`src/rtl/riscv_test_monitor.sv`:
```
// Pass/fail monitor for riscv-tests programs: watches PC, register writeback
// and tohost stores, latches a sticky verdict, failing test number and run length.
module riscv_test_monitor #(
  parameter int unsigned      XLEN        = 32,
  parameter logic [XLEN-1:0]  END_PC      = XLEN'(32'h44),
  parameter int unsigned      RES_REG     = 3,
  parameter logic [XLEN-1:0]  TOHOST_ADDR = XLEN'(32'h1000),
  parameter int unsigned      MODE        = 0,
  parameter int unsigned      TIMEOUT     = 5000,
  parameter int unsigned      CNT_W       = 32
) (
  input  logic             clk,
  input  logic             rst,
  input  logic [XLEN-1:0]  pc,
  input  logic             wb_we,
  input  logic [4:0]       wb_addr,
  input  logic [XLEN-1:0]  wb_data,
  input  logic             mem_we,
  input  logic [XLEN-1:0]  mem_addr,
  input  logic [XLEN-1:0]  mem_wdata,
  output logic             done,
  output logic             pass,
  output logic             fail,
  output logic             timeout,
  output logic [XLEN-2:0]  test_num,
  output logic [CNT_W-1:0] cycles
);

  typedef enum logic [1:0] {S_RUN, S_PASS, S_FAIL, S_TMO} state_t;

  localparam bit               USE_PC   = (MODE == 0) || (MODE == 2);
  localparam bit               USE_TH   = (MODE == 1) || (MODE == 2);
  localparam bit               HAS_TMO  = (TIMEOUT != 0);
  localparam logic [CNT_W-1:0] TMO_LAST = CNT_W'(TIMEOUT - 1);

  state_t           state_q, state_d;
  logic [XLEN-1:0]  shadow_q, shadow_d;
  logic             done_q, done_d;
  logic             pass_q, pass_d;
  logic             fail_q, fail_d;
  logic             timeout_q, timeout_d;
  logic [XLEN-2:0]  test_num_q, test_num_d;
  logic [CNT_W-1:0] cycles_q, cycles_d;

  logic             res_wr;
  logic [XLEN-1:0]  res_eff;
  logic             pc_hit;
  logic             th_hit;
  logic [XLEN-1:0]  result;

  // Event detection and next-state / output computation.
  always_comb begin
    state_d    = state_q;
    shadow_d   = shadow_q;
    done_d     = done_q;
    pass_d     = pass_q;
    fail_d     = fail_q;
    timeout_d  = timeout_q;
    test_num_d = test_num_q;
    cycles_d   = cycles_q;

    res_wr  = wb_we && (wb_addr == 5'(RES_REG)) && (RES_REG != 0);
    res_eff = res_wr ? wb_data : shadow_q;
    pc_hit  = USE_PC && (pc == END_PC);
    th_hit  = USE_TH && mem_we && (mem_addr == TOHOST_ADDR);
    result  = th_hit ? mem_wdata : res_eff;

    if (res_wr) begin
      shadow_d = wb_data;
    end

    if (state_q == S_RUN) begin
      if (cycles_q != {CNT_W{1'b1}}) begin
        cycles_d = cycles_q + CNT_W'(1);
      end
      // A real event always beats a timeout landing in the same cycle.
      if (pc_hit || th_hit) begin
        done_d = 1'b1;
        if (result == XLEN'(1)) begin
          state_d    = S_PASS;
          pass_d     = 1'b1;
          test_num_d = '0;
        end else begin
          state_d    = S_FAIL;
          fail_d     = 1'b1;
          test_num_d = result[XLEN-1:1];
        end
      end else if (HAS_TMO && (cycles_q == TMO_LAST)) begin
        state_d    = S_TMO;
        done_d     = 1'b1;
        timeout_d  = 1'b1;
        test_num_d = '0;
      end
    end
  end

  always_ff @(posedge clk or posedge rst) begin
    if (rst) begin
      state_q    <= S_RUN;
      shadow_q   <= '0;
      done_q     <= 1'b0;
      pass_q     <= 1'b0;
      fail_q     <= 1'b0;
      timeout_q  <= 1'b0;
      test_num_q <= '0;
      cycles_q   <= '0;
    end else begin
      state_q    <= state_d;
      shadow_q   <= shadow_d;
      done_q     <= done_d;
      pass_q     <= pass_d;
      fail_q     <= fail_d;
      timeout_q  <= timeout_d;
      test_num_q <= test_num_d;
      cycles_q   <= cycles_d;
    end
  end

  assign done     = done_q;
  assign pass     = pass_q;
  assign fail     = fail_q;
  assign timeout  = timeout_q;
  assign test_num = test_num_q;
  assign cycles   = cycles_q;

endmodule

```
`config.mk`:
```
export PLATFORM = sky130hd
export DESIGN_NAME = riscv_test_monitor
export DESIGN_NICKNAME = d
export VERILOG_FILES = /design/src/rtl/riscv_test_monitor.sv
export SDC_FILE = /design/constraint.sdc
export NUM_CORES = 1
export LEC_CHECK = 0
export ABC_AREA = 1
export ABC_CLOCK_PERIOD_IN_PS = 4200
export CAP_MARGIN = 15
export CORE_MARGIN = 1
export CORE_UTILIZATION = 46
export CTS_BUF_LIST = sky130_fd_sc_hd__clkbuf_4 sky130_fd_sc_hd__clkbuf_8
export DETAILED_ROUTE_END_ITERATION = 10
export GPL_TIMING_DRIVEN = 0
export PLACE_DENSITY = 0.83
export REMOVE_ABC_BUFFERS = 1
export SETUP_SLACK_MARGIN = 0.4
export SLEW_MARGIN = 20
export SYNTH_ARGS = -nofsm -noshare
export SYNTH_HDL_FRONTEND = slang
export SYNTH_SLANG_ARGS = --single-unit
```
`constraint.sdc`:
```
create_clock -name clk -period 4.2 [get_ports clk]
set_clock_uncertainty 0.15 [all_clocks]
set_input_delay 0.42 -clock clk [delete_from_list [all_inputs] [get_ports clk]]
set_output_delay 0.42 -clock clk [all_outputs]
set_load 0.01 [all_outputs]
```
## Yosys cells after proc, flatten, opt, wreduce, memory -nomap -nowiden

Cells that the tools add are included.

- Add/sub/neg operators: 1
- $mul: 0
- Div/mod/pow operators: 0
- Order comparisons: 0
- Equal/unequal tests: 5
- Shift-type cells: 0
- Muxes and demuxes: 9
- Bitwise gates (word level): 2
- Reductions and logical operators: 8

Operator list:

| operator | count |
|---|---|
| $mux 31 | 3 |
| $add 32x1->32 const B | 1 |
| $eq 32x1->1 const B | 1 |
| $eq 32x13->1 const B | 1 |
| $eq 32x7->1 const B | 1 |
| $mux 32 | 1 |
| $ne 32x32->1 const B | 1 |
| $reduce_and 3->1 | 3 |
| $mux 2 | 3 |
| $eq 5x2->1 const B | 1 |
| $reduce_and 2->1 | 2 |
| $logic_not 2->1 | 1 |
| $mux 1 | 2 |
| $not 1->1 | 2 |
| $reduce_bool 2->1 | 1 |
| $logic_and 1x1->1 | 1 |

- Register bits after elaboration: 101
- Bits in latches: 0
- Bits in writable memories: 0
- Bits in read-only memories: 0
- Input bits: 137
- Logic and storage cells: 33
- Memories: 0

## Logic depth before layout (Yosys ltp)

- Word-level depth: 6
- Mapped depth: 14
- Gate-level depth less buffers: 13

## Worst setup path before layout

Ideal clock, no wire load.

- Path type: register to register
- From: register cycles_q[0], in the netlist cycles[0]
- To: register cycles_q[3], in the netlist cycles[3]
- Arrival time: 1612 ps
- Data required time: 3921 ps
- Setup slack: 2309 ps
- Cell stages (with the launch flop): 11
- Path buffers: 1
- Cells stage by stage: dfrtp_1 ha_1 inv_1 nor2_2 nand2_2 nor2_2 nand2_1 nand2_1 buf_4 nor2_1 xor2_1

- Longest elaborated chain between the ends: 2
- Elaborated cells between the ends (all ways): 3
- Those cells by class: add/sub: 1; eq/ne: 1; reduce/logical: 1

Ends and longest elaborated chain:

| item | RTL line | source |
|---|---|---|
| start: declaration | 43 | `logic [CNT_W-1:0] cycles_q, cycles_d;` |
| start signal: assignment | 115 | `cycles_q <= cycles_d;` |
| parallel branches: the longest is 2 deep, another holds $add 32x1->32 | -- |  |

Several ways; the timed one is not identified.
A chain may end at the register's enable or synchronous reset.

## Worst setup path in the final report

- From: input port wb_addr[2]
- To: register fail_q, in the netlist fail

- Longest elaborated chain between the ends: 6

Ends and longest elaborated chain:

| item | RTL line | source |
|---|---|---|
| start: declaration | 16 | `input logic [4:0] wb_addr,` |
| $eq 5x2->1 | 62 | `res_wr = wb_we && (wb_addr == 5'(RES_REG)) && (RES_REG != 0);` |
| $logic_and 1x1->1 | 62 |  |
| $mux 32 | 63 | `res_eff = res_wr ? wb_data : shadow_q;` |
| $eq 32x1->1 | 79 | `if (result == XLEN'(1)) begin` |
| $not 1->1 (no source line) | -- |  |
| $reduce_and 3->1 (no source line) | -- |  |
| end signal: assignment | 112 | `fail_q <= fail_d;` |
| end: declaration | 40 | `logic fail_q, fail_d;` |

No other way between the ends.

==> impl_metrics.tcl <==
set metrics [dict create \
    cts_buffers 9 \
    finalInstanceArea_mm2 0.00697 \
    yosysWarnings 0 \
    fmax_ghz 0.307 \
    register_area_mm2 0.00253 \
    cp_top_family "simple AND/OR/NAND/NOR gates" \
    gp_congestion 0.903 \
    switching_share_pct 27.3 \
    p_switching_uw 518 \
    first_global_vias 4563 \
    n_antenna_cell 0 \
    synth.avg_cell_area_um2 7.61 \
    worstMarginPinSlew_ns 0.862 \
    rsz0062_at_grt "no" \
    syn2layout_area_growth_pct 31.0 \
    dpl.hpwl_um 9410 \
    drt_wl_total_um 13000 \
    cts_max_level 3 \
    via_per_inst 4.89 \
    cp_max_fo 36 \
    cts_root_buffer "clkbuf_8" \
    start_kind "input port" \
    die_h_um 110 \
    multi_input_area_mm2 0.00225 \
    finalHoldViolCount 0 \
    comb_power_share_pct 12.7 \
    synth_top_area_share_pct 47.5 \
    route.vias.total 4753 \
    ant_nets 0 \
    worstPathRequired_ns 4.30 \
    post-cts-setup-buffers 0 \
    rows 38 \
    cp_common_cell "nand2_1" \
    hold_buffers 0 \
    clockBufferDepth 2 \
    die_x_um 110 \
    yosysUniqueCellTypes 29 \
    clk_latency_ns 0.37 \
    finalCritPeriodShare_pct 77.6 \
    critical_path.max_stage_delay_ns 0.76 \
    cts_resized 0 \
    drv_cap 0 \
    crit_chain "clkdlybuf4s50_1 -> nor2_4 -> nand3_2 -> o21ai_2 -> nand2_1 -> nor2_1 -> nand2_1 -> nor2_2 -> nand2_1 -> nand3_1 -> nand2_1" \
    cts_tree "built" \
    setup_tns_ns 0 \
    ir_worst_vdd_mv 0.174 \
    placed_area_mm2 0.00677 \
    core_mm2 0.0110 \
    reg2regPathDepth 10 \
    grt_antenna_before_repair 0 \
    critical_path_arrival_ns 3.36 \
    detail_route.first_pass.iterations 5 \
    pwr-share-clk_pct 32.4 \
    io_pins 204 \
    r2r-start "cycles[0]" \
    routedWlPerCell_um 13.3 \
    drive_gt1_share_pct 5.17 \
    seq_power_share_pct 54.9 \
    final.min_clock_period_ns 3.26 \
    synth-edff-count 0 \
    r2r_slack_ns 1.34 \
    synth_area_leader_cell "dfrtp_1" \
    worstSetupPathType "input port to flip-flop" \
    crit_buf_inv 1 \
    hold_class "input port to async pin" \
    grt_max_degree 70 \
    p_int_uw 1380 \
    grtUsageTotal_pct 23.1 \
    ys.flop_type "dfrtp_1" \
    globalRoute.totalOverflow 0 \
    ys_seq_area_share_pct 47.5 \
    synth_cells 699 \
    fillCellCount 975 \
    timing.rr.end "cycles[21]" \
    finalSetupViolCount 0 \
    dieArea_mm2 0.0120 \
    cp_slowest_cell "nand3_2" \
    synthTopCellsByArea "dfrtp_1 48%, nand2_1 17%, inv_1 7.4%, xor2_1 4.3%, o21ai_1 4.2%" \
    syn_area_mm2 0.00532 \
    port_buffers 138 \
    whs_ns 0.240 \
    clkTransAtPathRegs_ns 0.11 \
    relSlewSlack_pct 42.4 \
    drtIter0Drc 354 \
    layout.nets 965 \
    cts.sinks 101 \
    yosysMostFrequentCell "nand2_1" \
    power.density_mw_per_mm2 272 \
    ys_async_sr_fraction_pct 100 \
    finalPower_uw 1900 \
    leakagePower_uw 0.00315 \
    status "complete, no violations" \
    grt_pass1_wl_um 21500 \
    synth_commonest_cells "236 x nand2_1, 105 x inv_1, 101 x dfrtp_1" \
    synth-seq-cells 101 \
    endpoint_kind "flip-flop" \
    start_util_pct 48.2 \
    slew_viol_final 0 \
    drc_errors 0 \
]
## power by group through the flow
| stage | clock (uW) | sequential [uW] | combinational, uW |
|---|---|---|---|
| 3_3_place_gp | 0 | 1060 | 230 |
| 5_1_grt | 666 | 1050 | 279 |
| 3_5_place_dp | 0 | 1060 | 242 |
| 2_1_floorplan | 0 | 1060 | 140 |
| 4_1_cts | 630 | 1040 | 243 |
| 6_report | 613 | 1040 | 241 |
## stage by stage
step                setup WS [ns]  utilization (%)  std cells
floorplan                   0.983                -        677
global placement           -0.518             61.0        955
detailed placement          0.583             61.4        956
CTS                         0.959             63.1        972
global route                0.663             63.2        972
finish                      0.943             63.2        972
## layer usage
layer  GRT usage, %  wire [um]  vias to the layer above
li1               -          -                     2424
met3           3.32        726                       22
met5              0          0                        -
met1           31.6       5870                     2149
met2           37.5       6070                      158
met4           8.10        286                        0
## sequential cells by signal (all words and copies together), names as in the netlist
| name | cells |
|---|---|
| cycles | 32 |
| done | 1 |
| fail | 1 |
| pass | 1 |
| shadow_q | 32 |
| timeout | 1 |
| state_q | 2 |
| test_num | 31 |
## placed cells by master (no fill, tap or decap), types with 2 or more instances in the layout
cell,n
o21ai_2,4
nor3_1,17
clkbuf_8,9
nor2_2,8
inv_6,4
clkdlybuf4s50_1,138
inv_1,104
nand2_1,236
o21ai_0,4
dfrtp_1,101
o21bai_1,2
xnor2_1,3
nand4_1,16
o21ai_1,45
xor2_1,26
nand2_2,3
nor2_4,3
nand3_1,15
nand3b_1,21
nor2_1,51
inv_2,3
nor4_1,7
## logic make-up (layout without fill, tap and decap cells)
logic type	after synthesis	in the layout	share of synthesized area, %
buffers and inverters	130	263	10.3
AOI/OAI and AO/OA	55	55	5.55
adders and majority gates	1	1	0.235
DFF	101	101	47.5
xor gates and xnor gates	29	29	4.78
and+or+nand+nor	383	383	31.6
## how the worst max path moves through the flow
stage                           from           to  slack (ns)  cells past startpoint
after floorplan                  rst    cycles[0]        0.98                      1
after global placement           rst  test_num[2]       -0.52                      2
after detailed placement  wb_addr[2]         fail        0.58                     11
after CTS                 wb_addr[2]         fail        0.96                     11
after global routing      wb_addr[2]         fail        0.66                     11
final                     wb_addr[2]         fail        0.94                     11
## area by class of cell
class | instances | share of cell area, %
well taps | 140 | 2.51
clock buffers | 10 | 1.89
repair buffers | 139 | 20.2
multi-input cells | 468 | 32.3
inverters | 108 | 5.89
clock inverters | 6 | 0.898
flip-flops and latches | 101 | 36.3
## worst reg2reg max path, stage by stage, from the launching register on
cell     delay [ns]
dfrtp_1        0.47
ha_1           0.25
inv_1          0.11
nor2_2         0.19
nand2_2        0.13
nor2_2         0.15
nand2_1        0.06
nand2_1        0.51
inv_2          0.45
nand2_1        0.16
o21ai_1        0.08
Power figures use the tool's default switching activity.
